$ cat src/rtl/regfile_dump.sv
// Debug dump engine: walks the register file through a spare read port and streams
// each masked register over valid/ready, then ends the stream with a checksum word.
module regfile_dump #(
    parameter int NUM_REGS = 32,
    parameter int ADDR_W   = 5,
    parameter int DATA_W   = 32
) (
    input  logic                clk,
    input  logic                rst_n,
    input  logic                start,
    input  logic [NUM_REGS-1:0] sel_mask,
    output logic [ADDR_W-1:0]   rd_addr,
    input  logic [DATA_W-1:0]   rd_data,
    output logic                out_valid,
    input  logic                out_ready,
    output logic [DATA_W-1:0]   out_data,
    output logic [ADDR_W-1:0]   out_index,
    output logic                out_last,
    output logic                out_is_sum,
    output logic                busy,
    output logic                done
);

    typedef enum logic [2:0] {IDLE, READ, SEND, SUM, DONE} state_t;

    // One captured register word, held while the sink back-pressures.
    typedef struct packed {
        logic [ADDR_W-1:0] index;
        logic [DATA_W-1:0] data;
    } beat_t;

    localparam logic [ADDR_W-1:0] LAST_IDX = ADDR_W'(NUM_REGS - 1);

    state_t              state, state_nxt;
    logic [NUM_REGS-1:0] mask_r;
    logic [ADDR_W-1:0]   idx;
    logic [DATA_W-1:0]   sum;
    beat_t               beat;
    logic                sel;
    logic                at_last;
    logic                hs;

    assign sel     = mask_r[idx];
    assign at_last = (idx == LAST_IDX);
    assign hs      = out_valid & out_ready;

    always_ff @(posedge clk) begin
        if (!rst_n) state <= IDLE;
        else        state <= state_nxt;
    end

    always_comb begin
        state_nxt = state;
        case (state)
            IDLE: if (start) state_nxt = READ;
            READ: begin
                if (sel)          state_nxt = SEND;
                else if (at_last) state_nxt = SUM;
            end
            SEND: if (hs) state_nxt = at_last ? SUM : READ;
            SUM:  if (hs) state_nxt = DONE;
            DONE: state_nxt = IDLE;
            default: state_nxt = IDLE;
        endcase
    end

    // Datapath: idx advances on a skip in READ or after a handshake in SEND.
    always_ff @(posedge clk) begin
        if (!rst_n) begin
            mask_r <= '0;
            idx    <= '0;
            sum    <= '0;
            beat   <= '0;
        end else begin
            case (state)
                IDLE: if (start) begin
                    mask_r <= sel_mask;
                    idx    <= '0;
                    sum    <= '0;
                end
                READ: begin
                    if (sel) begin
                        beat.data  <= rd_data;
                        beat.index <= idx;
                        sum        <= sum + rd_data;
                    end else if (!at_last) begin
                        idx <= idx + 1'b1;
                    end
                end
                SEND: if (hs && !at_last) idx <= idx + 1'b1;
                default: ;
            endcase
        end
    end

    always_comb begin
        rd_addr    = idx;
        busy       = (state != IDLE);
        out_valid  = 1'b0;
        out_data   = beat.data;
        out_index  = beat.index;
        out_last   = 1'b0;
        out_is_sum = 1'b0;
        done       = 1'b0;
        case (state)
            SEND: out_valid = 1'b1;
            SUM: begin
                out_valid  = 1'b1;
                out_data   = sum;
                out_index  = '0;
                out_last   = 1'b1;
                out_is_sum = 1'b1;
            end
            DONE: done = 1'b1;
            default: ;
        endcase
    end

endmodule

$ cat config.mk
export PLATFORM = sky130hd
export DESIGN_NAME = regfile_dump
export DESIGN_NICKNAME = d
export VERILOG_FILES = /design/src/rtl/regfile_dump.sv
export SDC_FILE = /design/constraint.sdc
export NUM_CORES = 1
export LEC_CHECK = 0
export CAP_MARGIN = 20
export CORE_MARGIN = 8
export CORE_UTILIZATION = 45
export DETAILED_ROUTE_END_ITERATION = 16
export PLACE_DENSITY = 0.68
export SLEW_MARGIN = 30
export SYNTH_ARGS = -nofsm -noshare
export SYNTH_HDL_FRONTEND = slang
export SYNTH_SLANG_ARGS = --single-unit
$ cat constraint.sdc
create_clock -name clk -period 3.9 [get_ports clk]
set_clock_uncertainty 0.05 [all_clocks]
set_input_delay 0.78 -clock clk [delete_from_list [all_inputs] [get_ports clk]]
set_output_delay 0.78 -clock clk [all_outputs]
set_load 0.03 [all_outputs]
# == Word-level counts from Yosys, hierarchy flattened ==
# Index checks and enable logic that the tools add are counted.
# word_totals
inputBits,68
out_inout_bits,47
memories,0
regBits,109
latchBits,0
romBits,0
wordCells,57
mem_bits_rw,0
# op_classes
n_bitwise,1
n_lt_le_gt_ge,1
n_mux,22
reduce_logical,12
n_shift,0
n_eq_ne,13
addsub,2
mul,0
div_mod_pow,0
# ops
operator,count
32-bit 2-to-1 mux,3
32-bit case mux with 2 select lines,1
32-bit adder,1
5-bit 2-to-1 mux,5
3-bit 2-to-1 mux,5
5-bit case mux with 3 select lines,1
2-bit inequality test (second input constant),7
3-bit case mux with 4 select lines,1
3-bit by 2-bit equality test with 1-bit output (second input constant),2
5-bit by 6-bit < comparator with 1-bit output (second input constant),1
3-bit nonzero test,2
5-bit by 1-bit adder with 5-bit output (second input constant),1
1-bit binary-select mux with 5-bit select,1
5-bit equality test (second input constant),1
5-bit AND reduction,1
1-bit 2-to-1 mux,4
2-bit AND reduction,2
4-bit AND reduction,1
3-bit by 1-bit equality test with 1-bit output (second input constant),1
3-bit equality test (second input constant),1
3-bit zero test,1
3-bit inequality test (second input constant),1
3-bit AND reduction,1
2-bit 2-to-1 mux,1
5 further kinds,5

# == Longest topological paths before layout ==
# depth
depth_word,7
mapped_depth,13
mapped_depth_nobuf,13

# == Worst setup path before layout ==
# OpenSTA, ideal clock, no wires.
# synth_timing
path_type,input port to flip-flop
start,in rd_data[1]
end,reg sum[23]
setup_slack_ns,0.645
setup_time_ns,0.128
t_arrival_ns,3.077
t_required_ns,3.722
cell_stages,11
n_path_buf,0
cell_sequence,ha_1 > a211oi_1 > o21ai_0 > a31o_2 > a2111oi_2 > o41ai_2 > a21oi_1 > nor2_1 > or3_1 > a32oi_1 > nor2_1
# synth_between
elab_chain_len,3
# synth_rtl
item,line_no,source
from (decl),13,"input logic [DATA_W-1:0] rd_data,"
32-bit adder,85,sum <= sum + rd_data;
32-bit 2-to-1 mux,82,if (sel) begin
32-bit case mux with 2 select lines,75,case (state)
to (signal assigned),85,
to (decl),37,logic [DATA_W-1:0] sum;
# Every way passes these cells. The select of a mux whose other input is x is not followed.
# A chain may end at the register's enable or synchronous reset.

# == Worst setup path after layout ==
# layout_timing
start,in rd_data[0]
end,reg sum[24]
# Same word-level chain as after synthesis.

==> impl_metrics.py <==
metrics = {
    "worst_setup_path": {
        "critPathArrivalTime_ns": 3.83,
        "worstPathCellList": "clkdlybuf4s50_1, ha_1, inv_1, fa_1, nor2b_1, o21a_1, o21ai_0, a21oi_1, a21oi_1, o21ai_0, a31oi_1, o21ai_0, mux2_2, nand2_1",
        "critPathTopFamily": "compound AO/OA/AOI/OAI gates",
        "cp.required_ns": 4.15,
        "slowest_delay_ns": 0.49,
        "path_max_fanout": 3,
        "cpMaxStageDelayCell": "clkdlybuf4s50_1",
        "crit_path_start_kind": "input pin",
        "crit_top_cell": "o21ai_0",
        "crit_type": "input pin to flip-flop",
        "cp_num_buf_inv": 2,
        "critPathCaptureType": "flip-flop",
    },
    "clock_network": {
        "clkLatencyLatePin_ns": 0.36,
        "cts_buffer_depth": 2,
        "cts_tree": "done",
        "cts_root_buf": "clkbuf_16",
        "cts_hold_buf": 0,
        "clock_sinks": 109,
        "cts_buffers": 9,
        "htreeDepth": 3,
        "clkTransAtPathRegs_ns": 0.07,
    },
    "synthesis": {
        "ys_types": 51,
        "synth_area_leaders": "dfxtp_1 35%, nand2_1 11%, a21oi_1 10%",
        "synthCells": 773,
        "synth_edf_count": 0,
        "synthMostInstantiatedCell": "nand2_1",
        "async_flop_share_pct": 0,
        "synth_fp_nets": 875,
        "synth.top_cell.area_share_pct": 35.1,
        "avgSynthCellArea_um2": 8.05,
        "yosysTopAreaCell": "dfxtp_1",
        "synth_area_um2": 6220,
        "synthFlopType": "dfxtp_1",
        "ys_warn_count": 0,
        "ys_seq_area_share_pct": 35.1,
        "synth-seq-cells": 109,
        "synth_commonest_cells": "184 x nand2_1, 126 x a21oi_1, 109 x dfxtp_1, 36 x clkbuf_1, 34 x nand3_1",
    },
    "placement": {
        "place_area_um2": 7500,
        "io_buffers": 114,
        "dp_hpwl_um": 12100,
        "preCtsSetupSlack_ns": -0.0685,
        "routabilityCongestion": 0.889,
    },
    "power_and_ir_drop": {
        "leakagePower_nw": 3.05,
        "p_int_mw": 2.15,
        "combPwrFrac_pct": 34.1,
        "total_power_mw": 3.40,
        "ir_drop_mv": 0.283,
        "p_per_area_nw_per_um2": 436,
        "switchingPower_mw": 1.24,
        "p_seq_share_pct": 39.0,
        "p_sw_share_pct": 36.6,
        "p_clk_share_pct": 26.8,
    },
    "timing": {
        "finalSetupViolCount": 0,
        "rsz0062_at_grt": "false",
        "finalSetupTns_ns": 0,
        "post-route-period-util_pct": 91.9,
        "report.final.slew_viol_count": 0,
        "fin_crit_ns": 3.58,
        "worstMarginPinSlew_ns": 0.689,
        "final.setup.worst_slack_ns": 0.317,
        "timing.fmax_ghz": 0.279,
        "hold_viol_final": 0,
        "slew-limit-headroom_pct": 54.0,
    },
    "run": {
        "maxCapViolations": 0,
    },
    "floorplan": {
        "num_io_pins": 115,
        "initial_utilization_pct": 45.5,
        "fp.dieH_um": 134,
        "die_x_um": 134,
        "coreArea_um2": 13700,
        "num_rows": 43,
        "dieArea_um2": 17800,
    },
    "global_routing": {
        "grt_pass1_wl_um": 28300,
        "grt_max_degree": 52,
        "overflow": 0,
        "antenna_found_initial": 0,
        "first_global_vias": 5736,
        "grt_usage_pct": 18.8,
    },
    "finish": {
        "area_growth_pct": 25.2,
        "fin_nets": 969,
        "drive_gt1_share_pct": 10.1,
        "stdcell_area_um2": 7790,
        "multi_input_area_um2": 3740,
        "antenna_cells": 0,
        "fill_cells": 1270,
        "area.sequential_um2": 2180,
    },
    "detailed_routing": {
        "wl_per_cell_um": 15.9,
        "drc": 0,
        "routed_wl_um": 16800,
        "ant_nets": 0,
        "first_iter_violations": 365,
        "viasPerCell": 5.47,
        "dr.pass1.iters": 5,
        "vias": 5753,
    },
    "status": {
        "status": "completed",
    },
    "min_path": {
        "hp-class": "flip-flop to flip-flop",
    },
}
## sequential cells by signal (all words and copies together), names as in the netlist
signal	count
beat	37
mask_r	32
sum	32
rd_addr	5
state	3
## worst paths after layout
path / endpoint / from / slack [ns] / cells past startpoint
setup reg to reg: sum[9] / rd_addr[1] / 0.46 / 7
setup / recovery: sum[24] / rd_data[0] / 0.32 / 14
hold reg to reg: mask_r[26] / mask_r[26] / 0.40 / 2
hold / removal: mask_r[26] / mask_r[26] / 0.40 / 2
## power by group through the flow
stage / Combinational (mW) / Clock (mW) / Sequential, mW
6_report: 1.16 / 0.912 / 1.33
5_1_grt: 1.28 / 0.982 / 1.34
4_1_cts: 1.17 / 0.932 / 1.33
3_5_place_dp: 1.16 / 0 / 1.35
3_3_place_gp: 1.14 / 0 / 1.34
2_1_floorplan: 0.850 / 0 / 1.30
## stage by stage
stage	hold slack, ns	utilization, %	instances
floorplan	0.382	-	773
global placement	0.387	54.9	1036
detailed placement	0.394	54.9	1036
CTS	0.405	57.0	1052
global route	0.424	57.0	1052
finish	0.403	57.0	1052
## logic make-up after synthesis
| group | share of synthesized area [%] |
|---|---|
| AOI/OAI and AO/OA | 19.4 |
| xor gates and xnor gates | 3.80 |
| adders and majority gates | 6.96 |
| buffers and inverters | 4.85 |
| DFF | 35.1 |
| muxes | 9.92 |
| and+or+nand+nor | 20.0 |
## routing by layer
metal | vias up | part of all wire (%) | track usage [%]
li1 | 2873 | - | -
met5 | - | 0 | 0
met4 | 0 | 1.3 | 5.80
met2 | 144 | 48 | 31.1
met1 | 2720 | 46 | 24.1
met3 | 16 | 4.7 | 4.07
## cell usage in the layout (no fill, tap or decap), types with 19 or more instances in the layout
master / instances
clkdlybuf4s50_1: 114
dfxtp_1: 109
nand2_1: 184
nor2_1: 21
mux2_2: 33
buf_4: 19
o21ai_0: 24
nand3_1: 34
ha_1: 33
a21oi_1: 126
## what timing repair did
action / in CTS / in global routing
setup buffers: 0 / 0
endpoints found under the setup margin: 0 / 1
resized for setup: 0 / 1
## layout make-up
cell class | instances | area share [%]
inverter | 14 | 0.675
sequential | 109 | 28.0
tap | 180 | 2.89
timing repair buffer | 134 | 16.7
clock inverter | 7 | 0.819
clock buffer | 9 | 2.89
multi-input combinational | 599 | 48.0
## worst register-to-register path, cell delays in order (launching register included)
cell and delay, ns:
dfxtp_1 0.74, mux4_2 0.60, mux4_2 0.47, mux2_2 0.32
nand2_1 0.29, nand2_1 0.50, nand3_1 0.27, a21oi_1 0.09
No activity file was read; power rests on OpenSTA's default activity.
